<file path="src/rtl/prng_step_scheduler_if.sv">
// Handshake/bus bundle between the PRNG step scheduler and the LFSR datapath
// plus its two byte consumers. The scheduler drives through the master
// modport; the datapath/consumer side uses the slave modport.
interface prng_step_scheduler_if;
  logic        ena;
  logic        seed_load_req;
  logic [15:0] seed_in;
  logic        lfsr_load;
  logic [15:0] lfsr_seed;
  logic        data_step;
  logic        ctrl_step;
  logic [7:0]  rand_byte;
  logic [1:0]  req;
  logic [1:0]  gnt;
  logic [7:0]  rd_data;
  logic        rd_valid;
  logic [7:0]  display_byte;
  logic        seed_err;

  modport master (
    input  ena, seed_load_req, seed_in, rand_byte, req,
    output lfsr_load, lfsr_seed, data_step, ctrl_step,
           gnt, rd_data, rd_valid, display_byte, seed_err
  );

  modport slave (
    output ena, seed_load_req, seed_in, rand_byte, req,
    input  lfsr_load, lfsr_seed, data_step, ctrl_step,
           gnt, rd_data, rd_valid, display_byte, seed_err
  );
endinterface

</file>
<file path="src/rtl/prng_step_scheduler.sv">
// Single-clock sequencer for the PRNG datapath. Two prescalers turn clk into
// one-cycle step enables for the data and control LFSRs, a 3-state FSM
// handles seed loading, and a round-robin arbiter hands each freshly stepped
// random byte to at most one of two consumers. The byte shown on the
// 7-segment displays is latched whenever a new byte becomes valid.

// Step-enable prescaler: counts 0..DIV-1 while enabled and pulses step in
// the cycle after the terminal count. clr wins over en.
module prng_prescaler #(
  parameter int DIV   = 4,
  parameter int CNT_W = 24
) (
  input  logic clk,
  input  logic rst_n,
  input  logic clr,
  input  logic en,
  output logic step
);
  localparam logic [CNT_W-1:0] LAST = CNT_W'(DIV - 1);

  logic [CNT_W-1:0] cnt;

  // Counter and registered step pulse; any pause or reload restarts from 0.
  always_ff @(posedge clk or negedge rst_n) begin
    if (!rst_n) begin
      cnt  <= '0;
      step <= 1'b0;
    end else if (clr) begin
      cnt  <= '0;
      step <= 1'b0;
    end else if (en) begin
      step <= (cnt == LAST);
      cnt  <= (cnt == LAST) ? '0 : cnt + 1'b1;
    end else begin
      step <= 1'b0;
    end
  end
endmodule

module prng_step_scheduler #(
  parameter int DATA_DIV = 10_000_000,
  parameter int CTRL_DIV = 4,
  parameter int CNT_W    = 24
) (
  input  logic                   clk,
  input  logic                   rst_n,
  prng_step_scheduler_if.master  bus
);
  typedef enum logic [1:0] {IDLE, RUN, LOAD} state_t;

  // Data-LFSR XNOR feedback locks up in the all-ones state.
  localparam logic [15:0] LOCKUP = 16'hFFFF;

  state_t     state;
  logic       fresh;     // rand_byte holds a byte no consumer has taken yet
  logic       step_d;    // rand_byte became valid this cycle
  logic       rr;        // requester index that wins a tie
  logic [1:0] steps;     // [0] data, [1] ctrl

  logic       run_go;
  logic       load_go;
  logic       pres_clr;
  logic       grant_go;
  logic       gnt_idx;
  logic       lockup;

  assign run_go   = bus.ena && (state == RUN) && !bus.seed_load_req;
  assign load_go  = bus.ena && (state == RUN) &&  bus.seed_load_req;
  // Pausing, entering a load and the load cycle itself all restart the count.
  assign pres_clr = !bus.ena || load_go || (state == LOAD);
  assign lockup   = (bus.seed_in == LOCKUP);

  // Round-robin pick; a lone requester wins outright, a tie goes to rr.
  always_comb begin
    grant_go = run_go && fresh && (|bus.req);
    gnt_idx  = (bus.req == 2'b11) ? rr : ~bus.req[0];
  end

  genvar i;
  generate
    for (i = 0; i < 2; i++) begin : g_pres
      prng_prescaler #(
        .DIV   (i == 0 ? DATA_DIV : CTRL_DIV),
        .CNT_W (CNT_W)
      ) u_pres (
        .clk   (clk),
        .rst_n (rst_n),
        .clr   (pres_clr),
        .en    (run_go),
        .step  (steps[i])
      );
    end
  endgenerate

  assign bus.data_step = steps[0];
  assign bus.ctrl_step = steps[1];

  // Sequencer FSM with registered load/grant/display outputs.
  always_ff @(posedge clk or negedge rst_n) begin
    if (!rst_n) begin
      state            <= IDLE;
      fresh            <= 1'b0;
      step_d           <= 1'b0;
      rr               <= 1'b0;
      bus.lfsr_load    <= 1'b0;
      bus.lfsr_seed    <= '0;
      bus.seed_err     <= 1'b0;
      bus.gnt          <= '0;
      bus.rd_data      <= '0;
      bus.rd_valid     <= 1'b0;
      bus.display_byte <= '0;
    end else if (!bus.ena) begin
      // Pause: drop everything in flight, keep display/seed/rd_data.
      state         <= IDLE;
      fresh         <= 1'b0;
      step_d        <= 1'b0;
      bus.lfsr_load <= 1'b0;
      bus.seed_err  <= 1'b0;
      bus.gnt       <= '0;
      bus.rd_valid  <= 1'b0;
    end else begin
      bus.lfsr_load <= 1'b0;
      bus.seed_err  <= 1'b0;
      bus.gnt       <= grant_go ? (gnt_idx ? 2'b10 : 2'b01) : 2'b00;
      bus.rd_valid  <= grant_go;
      step_d        <= bus.data_step;

      if (grant_go) begin
        bus.rd_data <= bus.rand_byte;
        rr          <= ~gnt_idx;
      end

      if (step_d)
        bus.display_byte <= bus.rand_byte;

      unique case (state)
        IDLE: state <= RUN;
        RUN: begin
          if (bus.seed_load_req) begin
            state         <= LOAD;
            bus.lfsr_load <= 1'b1;
            bus.lfsr_seed <= lockup ? 16'h0000 : bus.seed_in;
            bus.seed_err  <= lockup;
          end
        end
        LOAD: begin
          state  <= RUN;
          // The seeded byte appears next cycle; treat it like a fresh step.
          step_d <= 1'b1;
        end
        default: state <= IDLE;
      endcase

      // A reload invalidates the current byte; a new byte beats a grant.
      if (load_go || (state == LOAD))
        fresh <= 1'b0;
      else if (step_d)
        fresh <= 1'b1;
      else if (grant_go)
        fresh <= 1'b0;
    end
  end
endmodule

</file>
<file path="src/flat_wrapper.sv">
// flat-port wrapper written by rule: the top's interface ports become plain ports
module prng_step_scheduler_flat 
#(
  parameter int DATA_DIV = 10_000_000,
  parameter int CTRL_DIV = 4,
  parameter int CNT_W    = 24
)
  (clk, rst_n, bus_ena, bus_seed_load_req, bus_seed_in, bus_rand_byte, bus_req, bus_lfsr_load, bus_lfsr_seed, bus_data_step, bus_ctrl_step, bus_gnt, bus_rd_data, bus_rd_valid, bus_display_byte, bus_seed_err);
  prng_step_scheduler_if bus_i ();
  input  logic clk;
  input  logic rst_n;
  input wire logic [$bits(bus_i.ena)-1:0] bus_ena;
  input wire logic [$bits(bus_i.seed_load_req)-1:0] bus_seed_load_req;
  input wire logic [$bits(bus_i.seed_in)-1:0] bus_seed_in;
  input wire logic [$bits(bus_i.rand_byte)-1:0] bus_rand_byte;
  input wire logic [$bits(bus_i.req)-1:0] bus_req;
  output wire logic [$bits(bus_i.lfsr_load)-1:0] bus_lfsr_load;
  output wire logic [$bits(bus_i.lfsr_seed)-1:0] bus_lfsr_seed;
  output wire logic [$bits(bus_i.data_step)-1:0] bus_data_step;
  output wire logic [$bits(bus_i.ctrl_step)-1:0] bus_ctrl_step;
  output wire logic [$bits(bus_i.gnt)-1:0] bus_gnt;
  output wire logic [$bits(bus_i.rd_data)-1:0] bus_rd_data;
  output wire logic [$bits(bus_i.rd_valid)-1:0] bus_rd_valid;
  output wire logic [$bits(bus_i.display_byte)-1:0] bus_display_byte;
  output wire logic [$bits(bus_i.seed_err)-1:0] bus_seed_err;
  assign bus_i.ena = bus_ena;
  assign bus_i.seed_load_req = bus_seed_load_req;
  assign bus_i.seed_in = bus_seed_in;
  assign bus_i.rand_byte = bus_rand_byte;
  assign bus_i.req = bus_req;
  assign bus_lfsr_load = bus_i.lfsr_load;
  assign bus_lfsr_seed = bus_i.lfsr_seed;
  assign bus_data_step = bus_i.data_step;
  assign bus_ctrl_step = bus_i.ctrl_step;
  assign bus_gnt = bus_i.gnt;
  assign bus_rd_data = bus_i.rd_data;
  assign bus_rd_valid = bus_i.rd_valid;
  assign bus_display_byte = bus_i.display_byte;
  assign bus_seed_err = bus_i.seed_err;
  prng_step_scheduler #(.DATA_DIV(DATA_DIV), .CTRL_DIV(CTRL_DIV), .CNT_W(CNT_W)) u_core (.clk(clk), .rst_n(rst_n), .bus(bus_i));
endmodule
</file>
<file path="config.mk">
export PLATFORM = sky130hd
export DESIGN_NAME = prng_step_scheduler_flat
export DESIGN_NICKNAME = d
export VERILOG_FILES = /design/src/rtl/prng_step_scheduler_if.sv /design/src/rtl/prng_step_scheduler.sv /design/src/flat_wrapper.sv
export SDC_FILE = /design/constraint.sdc
export NUM_CORES = 1
export LEC_CHECK = 0
export CELL_PAD_IN_SITES_DETAIL_PLACEMENT = 1
export CELL_PAD_IN_SITES_GLOBAL_PLACEMENT = 1
export CORE_MARGIN = 3
export CORE_UTILIZATION = 42
export CTS_CLUSTER_SIZE = 16
export DETAILED_ROUTE_END_ITERATION = 16
export PLACE_DENSITY_LB_ADDON = 0.1
export SYNTH_ARGS = -nofsm -noshare
export SYNTH_HDL_FRONTEND = slang
export SYNTH_SLANG_ARGS = --single-unit
</file>
<file path="constraint.sdc">
create_clock -name clk -period 2.6 [get_ports clk]
set_input_delay 0.39 -clock clk [delete_from_list [all_inputs] [get_ports clk]]
set_output_delay 0.39 -clock clk [all_outputs]
set_load 0.01 [all_outputs]
</file>
Word-level counts from Yosys, hierarchy flattened
Index checks and enable logic that the tools add are counted.
{"block": "totals", "register_bits": 92, "wordCells": 75, "input_bits": 30}
{"block": "op_classes", "n_mux": 31, "eq_ne": 8, "bitwise_logic": 2, "n_addsub": 2, "n_reduce_logical": 17}
{"cell": "two-way mux 24 bit", "n": 6}
{"cell": "adder 24 x 1 -> 24 bit (second input constant)", "n": 2}
{"cell": "equality test 24 x 2 -> 1 bit (second input constant)", "n": 1}
{"cell": "equality test 24 bit (second input constant)", "n": 1}
{"cell": "two-way mux 1 bit", "n": 18}
{"cell": "equality test 16 bit (second input constant)", "n": 1}
{"cell": "two-way mux 16 bit", "n": 1}
{"cell": "two-way mux 2 bit", "n": 5}
{"cell": "logical AND 1 bit", "n": 5}
{"cell": "equality test 2 bit (second input constant)", "n": 2}
{"cell": "!= test 4 x 1 -> 1 bit (second input constant)", "n": 1}
{"cell": "one-hot mux 2 bit (2 select lines)", "n": 1}
{"cell": "AND reduction 2 bit", "n": 2}
{"cell": "OR reduction 2 bit", "n": 2}
{"cell": "logical OR 1 bit", "n": 3}
{"cell": "!= test 3 bit (second input constant)", "n": 1}
{"cell": "AND reduction 3 bit", "n": 1}
{"cell": "equality test 2 x 1 -> 1 bit (second input constant)", "n": 1}
{"cell": "logical NOT 1 bit", "n": 2}
{"cell": "logical NOT 2 bit", "n": 1}
{"cell": "NOT 1 bit", "n": 2}
{"cell": "nonzero test 2 bit", "n": 1}

Logic depth before layout (Yosys ltp)
Gate-level depths: netlist (run 1).
{"block": "depth", "depth_word": 9, "ltp_mapped": 7, "mapped_depth_nobuf": 6}

Hierarchy
A second synthesis (run 1) with hierarchy kept.
{"block": "unflattened", "hier_cells": 430, "area_unflattened_um2": 4571.9}
{"mod": "prng_step_scheduler", "area_per_inst_um2": 1584.0, "cells_each": 107, "n_inst": 1, "seq_area_each_um2": 1051.0}
{"mod": "prng_prescaler (u_core.g_pres[0].u_pres)", "area_per_inst_um2": 1512.7, "cells_each": 155, "n_inst": 1, "seq_area_each_um2": 625.6}
{"mod": "prng_prescaler (u_core.g_pres[1].u_pres)", "area_per_inst_um2": 1475.2, "cells_each": 168, "n_inst": 1, "seq_area_each_um2": 625.6}

Worst setup path after synthesis (run 1)
OpenSTA, ideal clock, no wires.
{"block": "synth_path", "path_type": "register to register", "from": "reg u_core.g_pres[0].u_pres.cnt[7]", "to": "reg u_core.g_pres[0].u_pres.cnt[2]", "setup_slack_ns": 0.601, "setup_time_ns": 0.138, "period_less_slack_ns": 1.999, "arrival_ns": 1.862, "path_buffers": 2, "stages_incl_launch_ff": 8, "cell_sequence": "dfrtp_1 buf_2 or4_4 nor4_4 a21oi_2 buf_6 a21oi_1 a31oi_1"}
{"block": "synth_via", "elab_chain_cells": 4}
{"item": "start: declaration", "line": "prng_step_scheduler.sv:21", "rtl": "logic [CNT_W-1:0] cnt;"}
{"item": "start signal: assignment", "line": "prng_step_scheduler.sv:33", "rtl": "cnt <= (cnt == LAST) ? '0 : cnt + 1'b1;"}
{"item": "equality test 24 bit", "line": "prng_step_scheduler.sv:33"}
{"item": "two-way mux 24 bit", "line": "prng_step_scheduler.sv:33"}
{"item": "two-way mux 24 bit", "line": "prng_step_scheduler.sv:31", "rtl": "end else if (en) begin"}
{"item": "two-way mux 24 bit", "line": "prng_step_scheduler.sv:28", "rtl": "end else if (clr) begin"}
No other way between the ends. The select of a mux whose other input is x is not followed.
A chain may end at the register's enable or synchronous reset.

Final worst setup path (run 1)
{"block": "layout_path", "from": "reg u_core.g_pres[0].u_pres.cnt[0]", "to": "reg u_core.g_pres[0].u_pres.cnt[17]"}
{"block": "layout_via", "elab_chain_cells": 4, "elab_cells_between_ends": 5}
{"item": "adder 24 x 1 -> 24 bit or equality test 24 bit (tied branches)", "line": "prng_step_scheduler.sv:33"}
{"item": "two-way mux 24 bit (*)", "line": "prng_step_scheduler.sv:33"}
{"item": "two-way mux 24 bit (*)", "line": "prng_step_scheduler.sv:31"}
{"item": "two-way mux 24 bit (*)", "line": "prng_step_scheduler.sv:28"}
Every way passes the cells marked *; elsewhere a longest branch is shown, timed or not. The select of a mux whose other input is x is not followed.

==> flow_summary.ini, run 1 <==
[worst_setup_path]
worstPathRequired_ps = 2880
worst_setup_path_start_kind = flip-flop
critPathCapture = u_core.g_pres[0].u_pres.cnt[17]
reg2reg_to = u_core.g_pres[0].u_pres.cnt[17]
crit_fanout = 23
endpoint_kind = flip-flop
crit_arrival_ps = 2610
worst_r2r_path_depth = 6
critical_path_class = flip-flop to flip-flop
crit_start = u_core.g_pres[0].u_pres.cnt[0]
r2r_slack_ps = 270
r2r_start = u_core.g_pres[0].u_pres.cnt[0]

[cts]
clk_latency_ps = 360
cts_setup_buffers = 0
cts_buffers = 9
path_clk_slew_ps = 90
cts_resized = 0
clockRootBuffer = clkbuf_8
cts.sinks = 92
hold_buffers = 0
cts_tree = done
max-clock-path-buffers = 2
htreeDepth = 3

[route]
drc = 0
dr.max_layer_used = met4
wl_mm = 10.90
m1WireLength_mm = 5.164
viasPerCell = 5.635
wl_met2_mm = 5.290
wl_per_cell_um = 17.52
dr_wl_met3_um = 322
dr.pass1.iters = 5
drtAntennaViolNets = 0
num_vias = 3505
drt_iter0_drc = 124

[synth]
synth-seq-area-share_pct = 53.77
synthesis.area_um2 = 4282
synth-seq-cells = 92
yosys.cell_types.count = 47
ys_warn_count = 0
syn_nets = 434
synthCells = 402
synth_area_per_cell_um2 = 10.65

[placement]
dp_hpwl_mm = 7.728
io_buffers = 68
gp_congestion = 0.7641
dp_slack_ps = 86.74

[power]
p_leak_uw = 0.002332
p_per_area_nw_per_um2 = 612.0
peakVddDrop_mv = 0.3966

[sta]
fin_hold_ws_ps = -12.86
drv_slew = 0
fin_ws_ps = 267.3
clock_skew_ps = 12.14
max_freq_ghz = 0.4287
worstMarginPinSlew_ps = 1063
min_period_over_period_pct = 89.72
min_period_ps = 2333
rsz0062_at_grt = false
setup_viol = 0
finalSetupTns_ps = 0
relSlewSlack_pct = 28.90
final_hold_viol_count = 13

[global_route]
grt_max_degree = 40
overflow = 0
grt_pass1_vias = 3741
grt_pass1_wl_mm = 18.71
gr-usage-all-layers_pct = 20.38
antenna_found_initial = 0

[die]
die_area_um2 = 11440
die_width_um = 107.0
die_h_um = 107.0
start_util_pct = 43.40
core_um2 = 9864
placementRows = 36
io_pins = 69

[cells_and_area]
antenna_cells = 0
syn_to_final_growth_pct = 25.98
num-fill-cells = 1096
nets = 516
drive_gt1_share_pct = 12.68

[job]
drv_cap = 0

[status]
violations = negative hold slack
outcome = finished with violations

[min_path]
hp-class = input pin to asynchronous set/reset pin
sequential cells by signal, indices dropped and copies added (netlist names):
| register | cells |
|---|---|
| u_core.step_d | 1 |
| u_core.bus.display_byte | 8 |
| u_core.bus.lfsr_seed | 16 |
| u_core.fresh | 1 |
| u_core.bus.lfsr_load | 1 |
| u_core.bus.gnt | 2 |
| u_core.state | 2 |
| u_core.bus.seed_err | 1 |
| u_core.g_pres.u_pres.step | 2 |
| u_core.bus.rd_data | 8 |
| u_core.bus.rd_valid | 1 |
| u_core.g_pres.u_pres.cnt | 48 |
| u_core.rr | 1 |
synthesized netlist by cell type (all sizes together):
library cell	instances	share of area (%)
dfrtp	92	54
nor2	36	3.3
nand2	34	3.0
nand3	29	3.4
a21oi	22	2.9
a22o	18	3.7
mux2	17	4.5
a31oi	16	2.3
xor2	16	3.3
nand4	15	2.2
o21ai	13	1.5
nor3	9	1.2
nor4	8	2.2
a41oi	7	1.4
buf	7	1.1
inv	7	0.61
and3	6	0.88
clkbuf	6	0.53
and2	5	0.73
nand2b	5	0.73
mux2i	4	0.94
a21o	3	0.53
and4	3	0.61
nor2b	3	0.44
xnor2	3	0.61
ha	2	0.58
nand4b	2	0.41
or2	2	0.29
or4	2	0.44
a211o	1	0.20
a211oi	1	0.18
a221oi	1	0.20
a32oi	1	0.20
nand3b	1	0.18
nor4b	1	0.20
o21a	1	0.18
or3	1	0.15
or3b	1	0.20
or4b	1	0.23
worst min path at each step:
stage	end	slack [ps]	depth (start not counted)
global route	u_core.bus.display_byte[6]	10	1
finish	u_core.bus.display_byte[6]	-10	1
global placement	u_core.bus.rd_data[3]	390	1
CTS	u_core.bus.display_byte[6]	4	1
detailed placement	u_core.bus.rd_data[3]	400	1
floorplan	u_core.bus.display_byte[0]	90	0
per-layer routing:
metal / vias up / global-route usage (%)
li1: 1644 / -
met1: 1790 / 28.25
met2: 63 / 32.91
met3: 8 / 3.974
met4: 0 / 5.388
met5: - / 0
layout make-up:
| cell class | count | area, um2 | share of cell area, % |
|---|---|---|---|
| Sequential cell | 92 | 2302 | 42.68 |
| Multi-Input combinational cell | 290 | 1883 | 34.91 |
| Timing Repair Buffer | 84 | 798.3 | 14.80 |
| Tap cell | 133 | 166.4 | 3.085 |
| Clock buffer | 12 | 145.1 | 2.691 |
| Clock inverter | 4 | 72.57 | 1.345 |
| Inverter | 7 | 26.28 | 0.4871 |
power by group:
group          switching (uW)  total [uW]  leakage, uW  internal, uW
registers                72.3        1620      0.00125          1550
clock network             509        1080     0.000107           568
logic                     268         604     0.000980           337
kinds of logic (layout without fill, tap and decap cells):
kind of cell	after synthesis	in the layout	synth area share (%)
DFF	92	92	53.77
xor gates and xnor gates	19	19	3.887
adders and majority gates	2	2	0.5844
and+or+nand+nor	164	164	20.72
AOI/OAI and AO/OA	84	84	13.38
muxes	21	21	5.406
buffers and inverters	20	107	2.250
cells in the final DEF (no fill, tap or decap), types with 6 or more instances in the layout:
master,Yosys,final
and3_1,6,6
clkdlybuf4s50_1,0,67
dfrtp_1,92,92
a22o_1,18,18
xor2_1,16,16
a21oi_1,18,18
a41oi_1,7,7
buf_4,0,17
nand3_1,29,29
o21ai_0,12,12
nand4_1,15,15
nand2_1,34,34
clkbuf_8,0,10
nor3_1,8,8
a31oi_1,16,16
nor2_1,35,35
inv_1,7,7
mux2_2,17,17
through the flow:
step	util, %	std cells	total power [uW]	hold slack (ps)	area [um2]
5_1_grt	54.68	622	3457	13.12	5394
6_report	54.68	622	3301	-12.86	5394
2_1_floorplan	-	402	1893	94.41	4282
3_5_place_dp	52.47	606	2259	404.8	5176
4_1_cts	54.68	622	3341	3.940	5394
3_3_place_gp	52.47	606	2242	391.1	5176
critical path, stage by stage (launching register included):
cell and delay (ps):
dfrtp_1 480, ha_1 270, nand3_1 120, nor3_2 90
a21oi_2 830, o21ai_0 220, a31oi_1 220
Note: power is estimated with default switching activity, not from simulation.
==> run 2, diff against run 1 <==
- CORE_UTILIZATION: 42 -> 39
- CTS_BUF_LIST: default -> sky130_fd_sc_hd__clkbuf_2
- clock period: 2.6 -> 2.05 ns (I/O delays scaled with it)
==> run 2 against run 1 <==
The flow finishes with violations (negative setup slack). Die area grew 7.3%. Wire length grew 10%. Maximum frequency grew 13%. Non-clock buffer count grew 35. Final area grew 6.5%. Largest cell class unchanged. Flip-flop and latch count is the same. Sequential power grew 27%.
==> flow_summary.ini, run 2 (synthesized netlist as in run 1, its figures left out) <==
[placement]
io_buffers = 68
gp_congestion = 0.7985
dp_hpwl_mm = 8.357
dp_slack_ps = -194.6

[sta]
rsz0062_at_grt = true
min_period_over_period_pct = 100.4
fin_ws_ps = -7.501
worstMarginPinSlew_ps = 671.7
min_period_ps = 2058
max_freq_ghz = 0.4860
final_hold_viol_count = 0
clock_skew_ps = 30.22
drv_slew = 0
fin_hold_ws_ps = 197.5
setup_viol = 3
relSlewSlack_pct = 55.17

[cts]
cts_tree = done
clockRootBuffer = clkbuf_2
clk_latency_ps = 550
max-clock-path-buffers = 2
htreeDepth = 3
cts_buffers = 9
path_clk_slew_ps = 260
cts.sinks = 92

[route]
drt_iter0_drc = 157
viasPerCell = 5.481
num_vias = 3612
dr.pass1.iters = 4
drtAntennaViolNets = 0
wl_per_cell_um = 18.22
wl_mm = 12.00
drc = 0

[die]
die_width_um = 110.8
die_area_um2 = 12270
start_util_pct = 40.74
placementRows = 37
core_um2 = 10510
die_h_um = 110.8
io_pins = 69

[worst_setup_path]
r2r_start = u_core.g_pres[0].u_pres.cnt[7]
critical_path_class = flip-flop to flip-flop
crit_fanout = 7
endpoint_kind = flip-flop
worst_r2r_path_depth = 7
worstPathRequired_ps = 2480
crit_start = u_core.g_pres[0].u_pres.cnt[7]
crit_arrival_ps = 2490
r2r_slack_ps = -8
worst_setup_path_start_kind = flip-flop
reg2reg_to = u_core.g_pres[0].u_pres.cnt[17]

[cells_and_area]
syn_to_final_growth_pct = 34.19
antenna_cells = 0
top_regs = u_core.g_pres.u_pres.cnt: 48 flops, u_core.bus.lfsr_seed: 16 flops
regMostFlops = u_core.g_pres.u_pres.cnt
largest_reg_flops = 48
nets = 551
final_util_pct = 54.67
layout.cells.most_common = dfrtp_1
mostFrequentLayoutCells = dfrtp_1 (92), clkdlybuf4s50_1 (67), buf_4 (45)
drive_gt1_share_pct = 22.75

[job]
drv_cap = 0

[global_route]
gr-usage-all-layers_pct = 19.51
grt_pass1_vias = 3956
antenna_found_initial = 0
grt_max_degree = 34
grt_pass1_wl_mm = 19.67
overflow = 0

[power]
p_leak_uw = 0.002511
peakVddDrop_mv = 0.3564
p_per_area_nw_per_um2 = 659.8
totalPowerFinal_uw = 3791

[status]
outcome = finished with violations
violations = negative setup slack

[min_path]
hp-class = input pin to asynchronous set/reset pin
-- run 2: cell types whose count changed in the layout (fill, tap and decap cells not counted), sizes merged --
| cell | delta |
|---|---|
| buf | +33 |
| bufinv | -1 |
| dlygate4sd3 | +1 |
| clkbuf | -1 |
| clkinv | +3 |
| clkinvlp | -1 |
-- run 2: layer usage --
metal | up-vias | wire length, um | track usage [%]
met5 | - | 0 | 0
met4 | 0 | 208 | 5.911
met3 | 20 | 377 | 4.148
met2 | 53 | 6032 | 32.36
met1 | 1821 | 5386 | 25.68
li1 | 1718 | - | -
-- run 2: layout make-up --
class	instances	area, um2
Fill cell	1148	4763
Sequential cell	92	2302
Clock inverter	5	53.80
Multi-Input combinational cell	290	2026
Inverter	7	26.28
Timing Repair Buffer	119	1117
Tap cell	136	170.2
Clock buffer	10	50.05
-- run 2: how the worst max path moves through the flow --
stage | end | slack [ps]
2_1_floorplan | u_core.g_pres[0].u_pres.cnt[2] | 50
3_3_place_gp | u_core.bus.lfsr_seed[5] | -160
3_5_place_dp | u_core.bus.lfsr_seed[11] | -190
4_1_cts | u_core.g_pres[1].u_pres.cnt[0] | -5
5_1_grt | u_core.g_pres[0].u_pres.cnt[20] | -80
6_report | u_core.g_pres[0].u_pres.cnt[17] | -8
-- run 2: worst max-delay path, cell delays in order (launching register included) --
cell and delay [ps]:
dfrtp_1 460, or4_4 530, nor4_4 270, buf_4 190, a21oi_4 100, buf_6 160
a41oi_2 160, a31oi_1 60
-- run 2: metrics by stage --
step | setup TNS (ps) | cell area [um2] | std cells
final | -16.76 | 5746 | 659
after global routing | -513.0 | 5746 | 659
after CTS | -7.442 | 5582 | 654
after detailed placement | -4615 | 5385 | 633
after global placement | -2535 | 5385 | 633
after floorplan | 0 | 4282 | 402
-- run 2: repair_timing --
| action | in CTS | in global routing |
|---|---|---|
| gates resized for setup | 3 | 31 |
| hold buffers | 1 | 0 |
| endpoints found under the hold margin | 61 | 0 |
| endpoints found under the setup margin | 6 | 41 |
| cloned | 1 | 1 |
| setup buffers | 4 | 4 |
| pin swaps | 0 | 5 |
-- run 2: power breakdown --
group          total, uW  internal, uW  switching [uW]
logic                846           473             372
clock network        893           277             616
registers           2050          1970            87.6
